## config.mk

```make
export PLATFORM = sky130hd
export DESIGN_NAME = vital_alarm_controller
export DESIGN_NICKNAME = d
export VERILOG_FILES = /design/src/rtl/vital_pkg.sv /design/src/rtl/vital_alarm_controller_dose_calc.sv /design/src/rtl/vital_alarm_controller.sv
export SDC_FILE = /design/constraint.sdc
export NUM_CORES = 1
export LEC_CHECK = 0
export ABC_CLOCK_PERIOD_IN_PS = 4350
export BUFFER_PORTS_ARGS = -buffer_cell sky130_fd_sc_hd__buf_4
export CAP_MARGIN = 20
export CORE_AREA = 4 4 79 81
export CTS_CLUSTER_SIZE = 28
export DETAILED_ROUTE_END_ITERATION = 8
export DIE_AREA = 0 0 83 85
export PLACE_DENSITY = 0.63
export RECOVER_POWER = 100
export SYNTH_ARGS = -nofsm -noshare
export SYNTH_HDL_FRONTEND = slang
export SYNTH_SLANG_ARGS = --single-unit
```

## constraint.sdc

```tcl
create_clock -name clk -period 4.35 [get_ports clk]
set_clock_uncertainty 0.15 [all_clocks]
set_input_delay 0.435 -clock clk [delete_from_list [all_inputs] [get_ports clk]]
set_output_delay 0.435 -clock clk [all_outputs]
set_load 0.02 [all_outputs]
```

## src/rtl/vital_pkg.sv

```systemverilog
// vital_pkg: shared types and constants for the vital alarm controller.
//   - vital_state_e : controller state, encoding is visible on alarm_state
//   - vital_class_e : per-sample classification
//   - dose weight constants used by dose_calc
//   - max3          : helper for sizing shared counters
package vital_pkg;

   typedef enum logic [1:0] {
      ST_MONITOR  = 2'd0,
      ST_CPR      = 2'd1,
      ST_DOSE     = 2'd2,
      ST_COOLDOWN = 2'd3
   } vital_state_e;

   typedef enum logic [1:0] {
      CLS_NORMAL = 2'd0,
      CLS_BRADY  = 2'd1,
      CLS_TACHY  = 2'd2
   } vital_class_e;

   // Dose = BASE + MED*(wt>=WT_MED) + HIGH*(wt>=WT_HIGH) + AGE*(age>=AGE_SENIOR)
   localparam int unsigned DOSE_BASE   = 1;
   localparam int unsigned DOSE_WT_MED = 1;
   localparam int unsigned DOSE_WT_HI  = 2;
   localparam int unsigned DOSE_AGE    = 1;
   // Widest possible unsaturated sum (5) fits in this many bits
   localparam int unsigned DOSE_SUM_W  = 4;

   function automatic int unsigned max3(input int unsigned a,
                                        input int unsigned b,
                                        input int unsigned c);
      int unsigned m;
      m = (a > b) ? a : b;
      return (m > c) ? m : c;
   endfunction

endpackage

```

## src/rtl/vital_alarm_controller_dose_calc.sv

```systemverilog
// dose_calc: combinational weight/age to drug dose, saturated to DOSE_W bits.
// Ports:
//   i_weight  in  W       patient weight
//   i_age     in  W       patient age
//   o_dose    out DOSE_W  saturated dose
module dose_calc
   import vital_pkg::*;
#(
   parameter int unsigned W          = 8,
   parameter int unsigned DOSE_W     = 4,
   parameter int unsigned WT_MED     = 60,
   parameter int unsigned WT_HIGH    = 80,
   parameter int unsigned AGE_SENIOR = 60
) (
   input  logic [W-1:0]      i_weight,
   input  logic [W-1:0]      i_age,
   output logic [DOSE_W-1:0] o_dose
);

   localparam int unsigned DOSE_MAX = (1 << DOSE_W) - 1;

   logic [DOSE_SUM_W-1:0] w_sum;

   always_comb begin
      w_sum = DOSE_SUM_W'(DOSE_BASE);
      if (i_weight >= W'(WT_MED))     w_sum = w_sum + DOSE_SUM_W'(DOSE_WT_MED);
      if (i_weight >= W'(WT_HIGH))    w_sum = w_sum + DOSE_SUM_W'(DOSE_WT_HI);
      if (i_age    >= W'(AGE_SENIOR)) w_sum = w_sum + DOSE_SUM_W'(DOSE_AGE);
   end

   // Clamp to the largest value the output width can carry
   assign o_dose = (32'(w_sum) > DOSE_MAX) ? DOSE_W'(DOSE_MAX) : DOSE_W'(w_sum);

endmodule

```

## src/rtl/vital_alarm_controller.sv

```systemverilog
// vital_alarm_controller: classifies heart-rate/SpO2 samples, confirms
// bradycardia (CPR) or tachycardia (drug dose via valid/ready) after PERSIST
// consecutive abnormal samples, and locks out for COOLDOWN_CYC clocks after
// every intervention.
// Optional feature: define SPO2_CHECK_EN to treat oxygen_level < SPO2_LOW as
// BRADY; without it oxygen_level is ignored.
// Ports:
//   clk, rst                 clock, synchronous active-high reset
//   sample_valid             sample inputs valid this cycle
//   heart_rate, oxygen_level, patient_weight, patient_age   W-bit sample
//   pump_ready               pump accepts dose
//   cpr_activate             CPR drive
//   drug_delivery_activate   dose request (valid)
//   drug_dosage              dose, stable while request high
//   alarm_state              0 MONITOR, 1 CPR, 2 DOSE, 3 COOLDOWN
//   doses_delivered          saturating count of completed handshakes
module vital_alarm_controller
   import vital_pkg::*;
#(
   parameter int unsigned W            = 8,
   parameter int unsigned DOSE_W       = 4,
   parameter int unsigned CNT_W        = 8,
   parameter int unsigned HR_LOW       = 50,
   parameter int unsigned HR_HIGH      = 120,
   parameter int unsigned SPO2_LOW     = 90,
   parameter int unsigned WT_MED       = 60,
   parameter int unsigned WT_HIGH      = 80,
   parameter int unsigned AGE_SENIOR   = 60,
   parameter int unsigned PERSIST      = 4,
   parameter int unsigned RECOVER      = 4,
   parameter int unsigned COOLDOWN_CYC = 16
) (
   input  logic              clk,
   input  logic              rst,
   input  logic              sample_valid,
   input  logic [W-1:0]      heart_rate,
   input  logic [W-1:0]      oxygen_level,
   input  logic [W-1:0]      patient_weight,
   input  logic [W-1:0]      patient_age,
   input  logic              pump_ready,
   output logic              cpr_activate,
   output logic              drug_delivery_activate,
   output logic [DOSE_W-1:0] drug_dosage,
   output logic [1:0]        alarm_state,
   output logic [CNT_W-1:0]  doses_delivered
);

   // One counter serves persistence, recovery and cooldown; size for the largest
   localparam int unsigned SEQ_MAX = max3(PERSIST, RECOVER, COOLDOWN_CYC);
   localparam int unsigned SEQ_W   = $clog2(SEQ_MAX + 1);
   localparam logic [SEQ_W-1:0] SEQ_ONE = SEQ_W'(1);

   vital_state_e        r_state;
   vital_class_e        r_last_cls;
   logic [SEQ_W-1:0]    r_cnt;
   logic                r_cpr;
   logic                r_req;
   logic [DOSE_W-1:0]   r_dosage;
   logic [CNT_W-1:0]    r_doses;

   vital_class_e        w_cls;
   logic                w_brady;
   logic [SEQ_W-1:0]    w_cnt_inc;
   logic [SEQ_W-1:0]    w_mon_cnt;
   logic [DOSE_W-1:0]   w_dose;

   // Sample classification; BRADY takes precedence over TACHY
   always_comb begin
      w_brady = (heart_rate < W'(HR_LOW));
`ifdef SPO2_CHECK_EN
      w_brady = w_brady || (oxygen_level < W'(SPO2_LOW));
`endif
      if (w_brady)                      w_cls = CLS_BRADY;
      else if (heart_rate > W'(HR_HIGH)) w_cls = CLS_TACHY;
      else                              w_cls = CLS_NORMAL;
   end

`ifndef SPO2_CHECK_EN
   logic w_unused_spo2;
   assign w_unused_spo2 = ^{oxygen_level, W'(SPO2_LOW)};
`endif

   assign w_cnt_inc = r_cnt + SEQ_ONE;

   // Run length of the current abnormal class; restarts at 1 on a class change
   always_comb begin
      if (w_cls == CLS_NORMAL)      w_mon_cnt = '0;
      else if (w_cls == r_last_cls) w_mon_cnt = w_cnt_inc;
      else                          w_mon_cnt = SEQ_ONE;
   end

   dose_calc #(
      .W          (W),
      .DOSE_W     (DOSE_W),
      .WT_MED     (WT_MED),
      .WT_HIGH    (WT_HIGH),
      .AGE_SENIOR (AGE_SENIOR)
   ) u_dose_calc (
      .i_weight (patient_weight),
      .i_age    (patient_age),
      .o_dose   (w_dose)
   );

   // Controller FSM with registered Moore outputs
   always_ff @(posedge clk) begin
      if (rst) begin
         r_state    <= ST_MONITOR;
         r_last_cls <= CLS_NORMAL;
         r_cnt      <= '0;
         r_cpr      <= 1'b0;
         r_req      <= 1'b0;
         r_dosage   <= '0;
         r_doses    <= '0;
      end else begin
         case (r_state)
            ST_MONITOR: begin
               if (sample_valid) begin
                  r_last_cls <= w_cls;
                  if (w_mon_cnt == SEQ_W'(PERSIST)) begin
                     r_cnt <= '0;
                     if (w_cls == CLS_BRADY) begin
                        r_state <= ST_CPR;
                        r_cpr   <= 1'b1;
                     end else begin
                        r_state  <= ST_DOSE;
                        r_req    <= 1'b1;
                        r_dosage <= w_dose;
                     end
                  end else begin
                     r_cnt <= w_mon_cnt;
                  end
               end
            end

            ST_DOSE: begin
               // A completed transfer wins over a simultaneous BRADY confirmation
               if (r_req && pump_ready) begin
                  r_state  <= ST_COOLDOWN;
                  r_req    <= 1'b0;
                  r_dosage <= '0;
                  r_cnt    <= '0;
                  if (r_doses != {CNT_W{1'b1}}) r_doses <= r_doses + CNT_W'(1);
               end else if (sample_valid) begin
                  if (w_cls == CLS_BRADY) begin
                     if (w_cnt_inc == SEQ_W'(PERSIST)) begin
                        r_state  <= ST_CPR;
                        r_req    <= 1'b0;
                        r_dosage <= '0;
                        r_cpr    <= 1'b1;
                        r_cnt    <= '0;
                     end else begin
                        r_cnt <= w_cnt_inc;
                     end
                  end else begin
                     r_cnt <= '0;
                  end
               end
            end

            ST_CPR: begin
               if (sample_valid) begin
                  if (w_cls == CLS_NORMAL) begin
                     if (w_cnt_inc == SEQ_W'(RECOVER)) begin
                        r_state <= ST_COOLDOWN;
                        r_cpr   <= 1'b0;
                        r_cnt   <= '0;
                     end else begin
                        r_cnt <= w_cnt_inc;
                     end
                  end else begin
                     r_cnt <= '0;
                  end
               end
            end

            ST_COOLDOWN: begin
               if (w_cnt_inc == SEQ_W'(COOLDOWN_CYC)) begin
                  r_state    <= ST_MONITOR;
                  r_last_cls <= CLS_NORMAL;
                  r_cnt      <= '0;
               end else begin
                  r_cnt <= w_cnt_inc;
               end
            end

            default: begin
               r_state <= ST_MONITOR;
               r_cnt   <= '0;
            end
         endcase
      end
   end

   assign cpr_activate           = r_cpr;
   assign drug_delivery_activate = r_req;
   assign drug_dosage            = r_dosage;
   assign alarm_state            = r_state;
   assign doses_delivered        = r_doses;

endmodule

```

==> run_summary.xml <==
<?xml version="1.0" encoding="UTF-8"?>
<metrics>
  <group name="worst_setup_path">
    <metric name="ff2ff_path_depth" unit="">7</metric>
    <metric name="worst-endpoint-required" unit="ps">4340</metric>
    <metric name="arrival" unit="ps">2840</metric>
    <metric name="critical_path_class" unit="">flip-flop to flip-flop</metric>
    <metric name="reg2reg_slack" unit="ps">1500</metric>
    <metric name="setup.worst_path.start_class" unit="">flip-flop</metric>
    <metric name="rr_endpoint" unit="">drug_dosage[1]</metric>
    <metric name="endpoint_kind" unit="">flip-flop</metric>
    <metric name="r2r_startpoint" unit="">r_cnt[0]</metric>
    <metric name="crit_fanout" unit="">9</metric>
  </group>
  <group name="min_path">
    <metric name="hold_crit_start" unit="">drug_dosage[0]</metric>
    <metric name="timing.hold.worst_path_depth" unit="">2</metric>
    <metric name="tightest_hold_check_type" unit="">flip-flop to flip-flop</metric>
    <metric name="holdPathEnd" unit="">drug_dosage[0]</metric>
  </group>
  <group name="global_routing">
    <metric name="use_met2" unit="%">18.2</metric>
    <metric name="groute.usage.overall" unit="%">11.4</metric>
    <metric name="grt_use_met3" unit="%">2.23</metric>
    <metric name="total_overflow_reported_by_the_global_router" unit="">0</metric>
    <metric name="grt_start_max_net_pins" unit="">26</metric>
    <metric name="vias_in_the_first_global_route" unit="">1522</metric>
    <metric name="groute.layer.met1.usage" unit="%">15.8</metric>
    <metric name="gr-max-usage-layer" unit="">met2</metric>
    <metric name="number_of_antenna_violations_at_the_first_check_in_global_routing" unit="">0</metric>
    <metric name="global_route_wire_length_before_repair" unit="µm">6930</metric>
  </group>
  <group name="power_and_ir_drop">
    <metric name="power.switching_fraction" unit="%">36.7</metric>
    <metric name="p_seq_share" unit="%">42.0</metric>
    <metric name="p_int" unit="mW">0.364</metric>
    <metric name="net-switching-power" unit="mW">0.211</metric>
    <metric name="power.density_cell_area" unit="nW/µm²">290</metric>
    <metric name="peakVddDrop" unit="V">0.000103</metric>
    <metric name="combinationalPowerShare" unit="%">34.5</metric>
    <metric name="clockPowerShare" unit="%">23.5</metric>
    <metric name="p_leak" unit="nW">0.759</metric>
  </group>
  <group name="floorplan">
    <metric name="rows" unit="">27</metric>
    <metric name="io-pin-count" unit="">52</metric>
    <metric name="floorplan.core_area" unit="µm²">5470</metric>
    <metric name="fp.dieW" unit="µm">83</metric>
    <metric name="start_util" unit="%">30.9</metric>
    <metric name="vertical_extent_of_the_die" unit="µm">85</metric>
    <metric name="die_area" unit="µm²">7060</metric>
  </group>
  <group name="routing">
    <metric name="vias" unit="">1609</metric>
    <metric name="drt-initial-drc-count" unit="">85</metric>
    <metric name="routed_wire_length_per_instance" unit="µm">12.5</metric>
    <metric name="dr_vias_cell" unit="">5.09</metric>
    <metric name="finalWirelength" unit="µm">3950</metric>
    <metric name="total_drc_errors_in_the_routed_layout" unit="">0</metric>
    <metric name="drt_first_pass_iters" unit="">4</metric>
    <metric name="postRouteAntennaNets" unit="">0</metric>
  </group>
  <group name="sta">
    <metric name="holdWs" unit="ps">332</metric>
    <metric name="finalCritPeriodShare" unit="%">65.5</metric>
    <metric name="maxSlewViolCount" unit="">0</metric>
    <metric name="setup_violations" unit="">0</metric>
    <metric name="grt_setup_unrepaired" unit="">no</metric>
    <metric name="sum_of_negative_setup_slack" unit="ps">0</metric>
    <metric name="final_critical_path_setup_slack" unit="ps">1500</metric>
    <metric name="hold_viol_final" unit="">0</metric>
    <metric name="timing.fmax" unit="MHz">351</metric>
    <metric name="rel_slew_slack" unit="%">50.1</metric>
    <metric name="timing.final.crit_period" unit="ps">2850</metric>
    <metric name="worstMarginPinSlew" unit="ps">739</metric>
  </group>
  <group name="yosys">
    <metric name="synth_cells" unit="">209</metric>
    <metric name="fraction_of_the_yosys_area_taken_by_sequential_cells" unit="%">27.2</metric>
    <metric name="synth_fp_nets" unit="">255</metric>
    <metric name="netlist_area" unit="µm²">1690</metric>
    <metric name="synth_common_cells" unit="">sky130_fd_sc_hd__nor2_1 (26), sky130_fd_sc_hd__dfxtp_1 (23), sky130_fd_sc_hd__nand2_1 (19)</metric>
    <metric name="yosys.cell_count.top_type" unit="">sky130_fd_sc_hd__nor2_1</metric>
    <metric name="synth_enable_flop_cells" unit="">0</metric>
    <metric name="async_flop_share" unit="%">0</metric>
    <metric name="ys_warn_count" unit="">0</metric>
    <metric name="synthDominantCellAreaShare" unit="%">27.2</metric>
    <metric name="synth-main-ff-cell" unit="">sky130_fd_sc_hd__dfxtp_1</metric>
    <metric name="synthDistinctLibCells" unit="">54</metric>
    <metric name="postSynthRegisterBits" unit="">23</metric>
    <metric name="syn-mean-instance-area" unit="µm²">8.10</metric>
    <metric name="yosys-top-cells-area" unit="">sky130_fd_sc_hd__dfxtp_1 (27%), sky130_fd_sc_hd__ha_1 (7.4%), sky130_fd_sc_hd__nor2_1 (5.8%)</metric>
    <metric name="netlist.top_cell.by_area" unit="">sky130_fd_sc_hd__dfxtp_1</metric>
  </group>
  <group name="clock_network">
    <metric name="post_cts.resized_instances" unit="">0</metric>
    <metric name="clk_pin_slew_worst_paths" unit="ps">90</metric>
    <metric name="tritoncts" unit="">done</metric>
    <metric name="post_cts_buffers" unit="">0</metric>
    <metric name="later_pin_clock_latency_in_the_skew_report" unit="ps">260</metric>
    <metric name="ctsRootBufferMaster" unit="">sky130_fd_sc_hd__clkbuf_8</metric>
    <metric name="tritoncts_num_sinks" unit="">23</metric>
    <metric name="clock_tree.buffer_depth" unit="">2</metric>
    <metric name="clock_tree.htree_level_count" unit="">1</metric>
    <metric name="cts_buffer_count" unit="">3</metric>
    <metric name="hold_buffers" unit="">0</metric>
  </group>
  <group name="final_layout">
    <metric name="area_growth" unit="%">17.1</metric>
    <metric name="finish.net_count" unit="">291</metric>
    <metric name="fin_util" unit="%">36.2</metric>
    <metric name="final_instance_area" unit="µm²">1980</metric>
    <metric name="num_antenna_cells" unit="">0</metric>
    <metric name="final_layout_size_suffix_gt1_share" unit="%">16.0</metric>
  </group>
  <group name="run_status">
    <metric name="run_status" unit="">completed</metric>
  </group>
  <group name="placed_design">
    <metric name="dp_worst_setup_slack" unit="ps">1880</metric>
    <metric name="dpl-instance-area" unit="µm²">2040</metric>
    <metric name="port-buffer-count" unit="">39</metric>
    <metric name="globalplace.congestion" unit="">0.827</metric>
    <metric name="dp.final_hpwl" unit="µm">3110</metric>
  </group>
  <group name="run">
    <metric name="drv_cap" unit="">0</metric>
  </group>
</metrics>
==> power by group through the flow <==
stage	logic [mW]	registers, mW	clock network (mW)
floorplan	0.144	0.252	0
global placement	0.206	0.247	0
detailed placement	0.209	0.248	0
CTS	0.210	0.243	0.141
global route	0.223	0.245	0.153
finish	0.198	0.242	0.135
==> per-layer routing <==
| metal | routed length, µm | vias up |
|---|---|---|
| met5 | 0 | - |
| met4 | 19 | 0 |
| met3 | 173 | 2 |
| met2 | 1800 | 30 |
| met1 | 1950 | 750 |
| li1 | - | 827 |
==> how the worst max path moves through the flow <==
stage / from / end / slack (ps) / cells past startpoint
2_1_floorplan: alarm_state[1] / doses_delivered[5] / 2190 / 7
3_3_place_gp: r_cnt[0] / cpr_activate / 1910 / 6
3_5_place_dp: r_cnt[0] / alarm_state[0] / 1880 / 6
4_1_cts: r_cnt[0] / alarm_state[0] / 1860 / 6
5_1_grt: r_cnt[0] / drug_dosage[1] / 1140 / 7
6_report: r_cnt[0] / drug_dosage[1] / 1500 / 7
==> through the flow <==
step           instances  power [mW]
2_1_floorplan        209       0.396
6_report             316       0.576
3_3_place_gp         312       0.453
3_5_place_dp         312       0.457
4_1_cts              316       0.594
5_1_grt              316       0.621
==> flip-flops by register name, indices dropped and copies added (netlist names) <==
signal and cells:
alarm_state 2, cpr_activate 1, doses_delivered 8, drug_delivery_activate 1, drug_dosage 4, r_cnt 5, r_last_cls 2
==> cell usage in the layout, fill, tap and decap left out, drive strengths merged, types with 2 or more instances in the layout <==
cell / count
a211oi: 3
a21oi: 15
a31oi: 2
a41o: 2
and2: 3
and3: 2
buf: 23
clkbuf: 19
dfxtp: 23
ha: 10
inv: 9
mux2i: 3
nand2: 19
nand2b: 7
nand3: 10
nand3b: 2
nand4: 9
nor2: 26
nor3: 4
nor4b: 3
o211ai: 2
o21ai: 15
o31ai: 4
or3: 3
xnor2: 4
xor2: 6
==> area by class of cell <==
class,count,area (µm²)
fillers,624,3490
inverters,9,33.8
repair buffers,39,233
multi-input cells,169,1120
flip-flops and latches,23,460
clock inverters,1,5.00
well taps,72,90.1
clock buffers,3,41.3
==> cell families (layout without fill, tap and decap cells) <==
logic type	count (synthesis)	count (layout)	share of synthesized area (%)
AND/OR/NAND/NOR	92	92	29.5
buffers and inverters	17	52	4.36
adder cells (fa/ha/maj)	10	10	7.39
multiplexers	3	3	1.77
AO/OA/AOI/OAI	54	54	24.6
XOR/XNOR	10	10	5.17
flip-flops	23	23	27.2
==> worst max-delay path, stage by stage, from the launching register on <==
cell and delay, ps:
sky130_fd_sc_hd__dfxtp_1 530, sky130_fd_sc_hd__ha_1 330, sky130_fd_sc_hd__nor4b_1 640, sky130_fd_sc_hd__nand4_1 220
sky130_fd_sc_hd__a21oi_1 180, sky130_fd_sc_hd__a31o_2 180, sky130_fd_sc_hd__and2_0 330, sky130_fd_sc_hd__o21ai_0 150
Note: power is estimated with default switching activity, not from simulation.
